==> config.mk <==
export PLATFORM = sky130hd
export DESIGN_NAME = mips_instr_encoder
export DESIGN_NICKNAME = d
export VERILOG_FILES = /design/src/rtl/mips_instr_encoder.sv
export SDC_FILE = /design/constraint.sdc
export NUM_CORES = 1
export LEC_CHECK = 0
export BUFFER_PORTS_ARGS = -buffer_cell sky130_fd_sc_hd__buf_2
export CORE_MARGIN = 2
export CORE_UTILIZATION = 47
export CTS_CLUSTER_DIAMETER = 80
export DETAILED_ROUTE_END_ITERATION = 8
export PLACE_DENSITY = 0.77
export SLEW_MARGIN = 10
export SYNTH_ARGS = -nofsm -noshare
export SYNTH_HDL_FRONTEND = slang
export SYNTH_SLANG_ARGS = --single-unit
==> constraint.sdc <==
create_clock -name clk -period 2.76 [get_ports clk]
set_input_delay 0.414 -clock clk [delete_from_list [all_inputs] [get_ports clk]]
set_output_delay 0.414 -clock clk [all_outputs]
set_load 0.1 [all_outputs]
==> src/rtl/mips_instr_encoder.sv <==
// mips_instr_encoder
// Program loader: takes decoded MIPS instruction fields over a valid/ready
// stream, validates the opcode against the instruction format, packs the
// fields into a 32-bit R/I/J word and writes the words one by one into
// instruction memory, starting at BASE_ADDR.

module mips_instr_encoder #(
    parameter int                ADDR_W    = 8,
    parameter logic [ADDR_W-1:0] BASE_ADDR = '0
) (
    input  logic              clk,
    input  logic              rst_n,
    input  logic              start,
    input  logic              in_valid,
    output logic              in_ready,
    input  logic [1:0]        in_fmt,
    input  logic [5:0]        in_op,
    input  logic [4:0]        in_rs,
    input  logic [4:0]        in_rt,
    input  logic [4:0]        in_rd,
    input  logic [4:0]        in_shamt,
    input  logic [5:0]        in_funct,
    input  logic [15:0]       in_imm,
    input  logic [25:0]       in_target,
    input  logic              in_last,
    output logic              mem_we,
    output logic [ADDR_W-1:0] mem_addr,
    output logic [31:0]       mem_wdata,
    output logic              busy,
    output logic              done,
    output logic              err,
    output logic [ADDR_W:0]   count
);

    // Instruction format codes carried on in_fmt
    localparam logic [1:0] FMT_R = 2'd0;
    localparam logic [1:0] FMT_I = 2'd1;
    localparam logic [1:0] FMT_J = 2'd2;

    // Address and count increments sized to their registers
    localparam logic [ADDR_W-1:0] ADDR_ONE  = {{(ADDR_W-1){1'b0}}, 1'b1};
    localparam logic [ADDR_W:0]   COUNT_ONE = {{ADDR_W{1'b0}}, 1'b1};
    localparam logic [ADDR_W-1:0] ADDR_LAST = '1;

    typedef enum logic [2:0] {
        S_IDLE,
        S_ACCEPT,
        S_WRITE,
        S_DONE,
        S_ERROR
    } state_e;

    state_e            state_q;
    logic [ADDR_W-1:0] addr_q;
    logic [ADDR_W:0]   count_q;
    logic [31:0]       word_q;
    logic              last_q;
    logic              done_q;
    logic              err_q;

    logic              fieldsLegal;
    logic [31:0]       encodedWord;

    // Decide whether the opcode presented on the input is legal for its format
    always_comb begin
        fieldsLegal = 1'b0;
        case (in_fmt)
            FMT_R: fieldsLegal = (in_op == 6'b000000);
            FMT_I: begin
                case (in_op)
                    6'b001000, // addi
                    6'b001001, // addiu
                    6'b001100, // andi
                    6'b000100, // beq
                    6'b000101, // bne
                    6'b100100, // lbu
                    6'b100101, // lhu
                    6'b001111, // lui
                    6'b100011, // lw
                    6'b001101, // ori
                    6'b001010, // slti
                    6'b001011, // sltiu
                    6'b101000, // sb
                    6'b101001, // sh
                    6'b101011: // sw
                        fieldsLegal = 1'b1;
                    default:
                        fieldsLegal = 1'b0;
                endcase
            end
            FMT_J: fieldsLegal = (in_op == 6'b000010) || (in_op == 6'b000011);
            default: fieldsLegal = 1'b0;
        endcase
    end

    // Pack the input fields into the 32-bit word for the presented format
    always_comb begin
        encodedWord = 32'd0;
        case (in_fmt)
            FMT_R:   encodedWord = {in_op, in_rs, in_rt, in_rd, in_shamt, in_funct};
            FMT_I:   encodedWord = {in_op, in_rs, in_rt, in_imm};
            FMT_J:   encodedWord = {in_op, in_target};
            default: encodedWord = 32'd0;
        endcase
    end

    // Load sequencer: accept a bundle, write it for one cycle, then either
    // go back for the next bundle or stop in DONE/ERROR with a sticky flag
    always_ff @(posedge clk or negedge rst_n) begin
        if (!rst_n) begin
            state_q <= S_IDLE;
            addr_q  <= BASE_ADDR;
            count_q <= '0;
            word_q  <= 32'd0;
            last_q  <= 1'b0;
            done_q  <= 1'b0;
            err_q   <= 1'b0;
        end else begin
            case (state_q)
                S_IDLE, S_DONE, S_ERROR: begin
                    if (start) begin
                        state_q <= S_ACCEPT;
                        addr_q  <= BASE_ADDR;
                        count_q <= '0;
                        done_q  <= 1'b0;
                        err_q   <= 1'b0;
                    end
                end
                S_ACCEPT: begin
                    if (in_valid) begin
                        if (fieldsLegal) begin
                            word_q  <= encodedWord;
                            last_q  <= in_last;
                            state_q <= S_WRITE;
                        end else begin
                            err_q   <= 1'b1;
                            state_q <= S_ERROR;
                        end
                    end
                end
                S_WRITE: begin
                    count_q <= count_q + COUNT_ONE;
                    addr_q  <= addr_q + ADDR_ONE;
                    if (last_q) begin
                        done_q  <= 1'b1;
                        state_q <= S_DONE;
                    end else if (addr_q == ADDR_LAST) begin
                        err_q   <= 1'b1;
                        state_q <= S_ERROR;
                    end else begin
                        state_q <= S_ACCEPT;
                    end
                end
                default: state_q <= S_IDLE;
            endcase
        end
    end

    assign in_ready  = (state_q == S_ACCEPT);
    assign mem_we    = (state_q == S_WRITE);
    assign busy      = (state_q == S_ACCEPT) || (state_q == S_WRITE);
    assign mem_addr  = addr_q;
    assign mem_wdata = word_q;
    assign count     = count_q;
    assign done      = done_q;
    assign err       = err_q;

endmodule

# [After elaboration in Yosys (flattened, before gate mapping)]
# Memory sizes are Yosys's and may differ from the RTL's.
# Index checks and enable logic that the tools add are counted.
[totals] mem_count=1 register_bits=55 elab_cells=58 rom_bits=64
[mem_list] memory="(no name shown)" depth=64 word_bits=1 rd=1 rd_clocked_by_memory_dff=0 wr=0 line_no="70" source="case (in_op)"
[classes] muxes=20 reduce_logical=13 add_sub_neg=2 eq_ne=15
[op_table] operator="$pmux 32 s3" n=1
[op_table] operator="$pmux 9 s2" n=1
[op_table] operator="$pmux 8 s2" n=1
[op_table] operator="$mux 3" n=5
[op_table] operator="$eq 6x2->1 const B" n=2
[op_table] operator="$add 9x1->9 const B" n=1
[op_table] operator="$mux 9" n=1
[op_table] operator="$pmux 3 s3" n=1
[op_table] operator="$add 8x1->8 const B" n=1
[op_table] operator="$eq 8x8->1 const B" n=1
[op_table] operator="$mux 8" n=1
[op_table] operator="$ne 2x2->1 const B" n=4
[op_table] operator="$eq 3x2->1 const B" n=2
[op_table] operator="$logic_not 6->1" n=1
[op_table] operator="$mux 1" n=6
[op_table] operator="$pmux 1 s3" n=2
[op_table] operator="$reduce_and 3->1" n=2
[op_table] operator="$reduce_and 6->1" n=1
[op_table] operator="$ne 2x1->1 const B" n=2
[op_table] operator="$reduce_and 2->1" n=2
[op_table] operator="$eq 3x1->1 const B" n=1
[op_table] operator="$eq 3x3->1 const B" n=1
[op_table] operator="$logic_not 3->1" n=1
[op_table] operator="$reduce_bool 3->1" n=1
[op_table] operator="other kinds (7)" n=8

# [Longest topological paths before layout]
[logic_depth] depth_word=6 mapped_depth=7 mapped_depth_nobuf=6

# [Worst setup path after synthesis]
# OpenSTA, ideal clock, no wires.
[synth_path] path_kind="reg2out" from="register state_q[2]" to="output busy" arrival_ns=2.723 path_stages_with_launch=3 required_time_ns=2.346 slack_ns=-0.377 cell_sequence="dfrtp_1 -> nand2b_1 -> o21ai_0"
[synth_via] elab_chain_cells=2 word_cells_on_any_way=3
[synth_lines] item="start, declared" line_no="53" source="state_e state_q;"
[synth_lines] item="start signal, assigned" line_no="111" source="state_q <= S_IDLE;"
[synth_lines] item="start signal, assigned" line_no="122" source="state_q <= S_ACCEPT;"
[synth_lines] item="start signal, assigned" line_no="134" source="state_q <= S_WRITE;"
[synth_lines] item="$eq 3x1->1 or $eq 3x2->1 (tied branches)" line_no="161" source="assign busy = (state_q == S_ACCEPT) || (state_q == S_WRITE);"
[synth_lines] item="$logic_or 1x1->1 (*)" line_no="161"
[synth_lines] item="end, declared" line_no="29" source="output logic busy,"
# Every way passes the cells marked *; elsewhere a longest branch is shown, timed or not.

# [Worst setup path after layout]
[layout_path] from="register state_q[1]" to="output busy"
# Same word-level chain as after synthesis.

==> results.sh <==
export IMPL_grt_max_degree=30
export IMPL_p_leak_nw=2.16
export IMPL_arrival_ns=2.07
export IMPL_placedCellCount=505
export IMPL_fmax_mhz=403
export IMPL_fin_nets=518
export IMPL_dieArea_um2=7100
export IMPL_synthCells=304
export IMPL_place_hpwl_mm=5.48
export IMPL_maxSlewHeadroom_pct=55.9
export IMPL_antenna_left=0
export IMPL_netlist_area_um2=3030
export IMPL_worst_path_max_fanout=15
export IMPL_ff_latch_area_um2=1380
export IMPL_final_layout_size_suffix_gt1_share_pct=40.6
export IMPL_ioPinCount=135
export IMPL_track_usage_pct=20.0
export IMPL_diodes=0
export IMPL_grt_ovfl_total=0
export IMPL_multiInputGateArea_um2=1500
export IMPL_drt_iter0_markers=74
export IMPL_dr_pass1_iters=4
export IMPL_cts_buffers=5
export IMPL_post_cts_buffers=0
export IMPL_power_total_w=0.00345
export IMPL_timing_final_crit_share_pct=90.0
export IMPL_period_minus_slack_ns=2.48
export IMPL_gp_congestion=0.877
export IMPL_core_um2=6280
export IMPL_root_buffer="clkbuf_8"
export IMPL_ys_flop_type="dfrtp_1"
export IMPL_num_rows=29
export IMPL_fillers=554
export IMPL_vias_per_cell=5.25
export IMPL_hold_class="input pin to async pin"
export IMPL_vdd_drop_max_v=0.000613
export IMPL_synth_cell_types=39
export IMPL_cts_sinks=55
export IMPL_path_class="register to output port"
export IMPL_cp_start_kind="register"
export IMPL_clk_latency_ns=0.29
export IMPL_first_global_vias=2454
export IMPL_powerDensity_nw_per_um2=896
export IMPL_run_status="completed"
export IMPL_end_kind="output port"
export IMPL_cts_max_level=2
export IMPL_drc=0
export IMPL_wl_mm=7.09
export IMPL_cts_hold_fix_buffers=0
export IMPL_finalSetupViolations=0
export IMPL_ys_seq_elements=55
export IMPL_grt_pass1_wl_mm=11.7
export IMPL_syn_to_final_growth_pct=27.2
export IMPL_synth_warnings=0
export IMPL_slew_violations=0
export IMPL_instances_no_fill=513
export IMPL_vias=2695
export IMPL_initial_core_util_pct=48.2
export IMPL_clk_path_buf_depth=2
export IMPL_clk_pin_slew_worst_paths_ns=0.09
export IMPL_port_buffers=134
export IMPL_tightestPinTransition_ns=0.661
export IMPL_ys_seq_area_share_pct=45.5
export IMPL_die_w_um=84.2
export IMPL_clock_skew_ns=0.00603
export IMPL_cts_tree="done"
export IMPL_rsz0062_at_grt="no"
export IMPL_fin_tns_setup_ns=0
export IMPL_die_height_um=84.2
export IMPL_antenna_found_initial=0
export IMPL_hold_violations=0
export IMPL_synth_async_reset_ratio_pct=100
export IMPL_max_cap_violations=0
export IMPL_utilization_pct=61.3
export IMPL_critPathRequiredTime_ns=2.35
export IMPL_synth_avg_cell_area_um2=9.96
export IMPL_place_area_um2=3770
export IMPL_cts_resized_gates=0
export IMPL_synth_edf_count=0
export IMPL_wl_per_cell_um=13.8
export IMPL_fin_area_um2=3850
export IMPL_synth_nets=387
metal layers:
metal | global-route usage [%] | up-vias | part of all wire, %
li1 | - | 1335 | -
met1 | 25.2 | 1273 | 42
met2 | 34.9 | 82 | 51
met3 | 3.93 | 5 | 5.9
met4 | 5.87 | 0 | 0.90
met5 | 0 | - | 0
flip-flops by register name, summed over array words and instances (netlist names):
name       count
err            1
count          9
state_q        3
done           1
last_q         1
mem_wdata     32
mem_addr       8
synth_stat cells, types with 2 or more instances:
cell type | n | area share (%)
o31ai_1 | 3 | 0.74
buf_1 | 2 | 0.25
o21ai_1 | 13 | 2.1
ha_1 | 2 | 0.83
mux2i_1 | 16 | 5.3
buf_6 | 4 | 1.5
nand2_1 | 48 | 6.0
and2_1 | 4 | 0.83
nand3b_1 | 2 | 0.50
a31oi_1 | 3 | 0.62
nand2b_1 | 4 | 0.83
and3b_1 | 2 | 0.58
a21oi_1 | 3 | 0.50
clkbuf_1 | 12 | 1.5
and3_1 | 3 | 0.62
mux2_4 | 23 | 11
inv_1 | 13 | 1.6
mux2_1 | 4 | 1.5
o21ai_0 | 44 | 7.3
nand4_1 | 5 | 1.0
o211ai_1 | 4 | 0.99
nor2_1 | 9 | 1.1
nor2b_1 | 3 | 0.62
dfrtp_1 | 55 | 45
nand3_1 | 9 | 1.5
cell usage in the layout, fill, tap and decap left out, drive strengths merged, types with 2 or more instances in the layout:
cell type and count:
nand2 48, a31oi 3, a21oi 4, nand4 5
dfrtp 55, o21ai 57, nand3 9, mux2 27
o211ai 4, clkbuf 7, nor2b 3, nand2b 4
nand3b 2, inv 13, buf 142, o31ai 3
and3b 2, nor2 9, ha 2, and2 4
mux2i 16, and3 3
where the power goes:
part	internal, W	switching [W]	total [W]
clock	0.000179	0.000238	0.000417
combinational	0.000395	0.00154	0.00194
sequential	0.000978	0.000120	0.00110
kinds of logic after synthesis:
family | after synthesis | synth area share (%)
flops | 55 | 45.5
mux | 43 | 18.2
compound gates | 79 | 15.6
simple gates | 94 | 15.1
fa+ha+maj | 2 | 0.827
buf+inv | 31 | 4.84
worst max-delay path, stage by stage (launching register included):
cell and delay, ns:
dfrtp_1 0.56, or3b_2 0.65, o21ai_1 0.12, buf_2 0.44
per-stage QoR:
stage | setup slack [ns] | hold slack [ns]
final | 0.277 | 0.139
after global routing | 0.172 | 0.153
after CTS | 0.264 | 0.146
after detailed placement | 0.244 | 0.469
after global placement | 0.293 | 0.457
after floorplan | 0.209 | 0.118
cell type report:
| class | count | area share, % |
|---|---|---|
| clock buffer | 7 | 1.98 |
| inverter | 13 | 1.27 |
| multi-input combinational | 218 | 39.1 |
| sequential | 55 | 35.7 |
| clock inverter | 1 | 0.130 |
| timing repair buffer | 142 | 19.3 |
| tap | 77 | 2.50 |
worst paths after layout:
check / from / to / slack [ns] / cells after the start
max in group asynchronous: rst_n / count[3] / 2.36 / 2
hold / removal: rst_n / mem_wdata[24] / 0.14 / 2
min in group clk: in_last / last_q / 0.36 / 2
setup / recovery: state_q[1] / busy / 0.28 / 3
hold reg to reg: mem_wdata[30] / mem_wdata[30] / 0.50 / 1
setup reg to reg: state_q[2] / mem_wdata[19] / 0.43 / 6
Note: power is estimated with default switching activity, not from simulation.
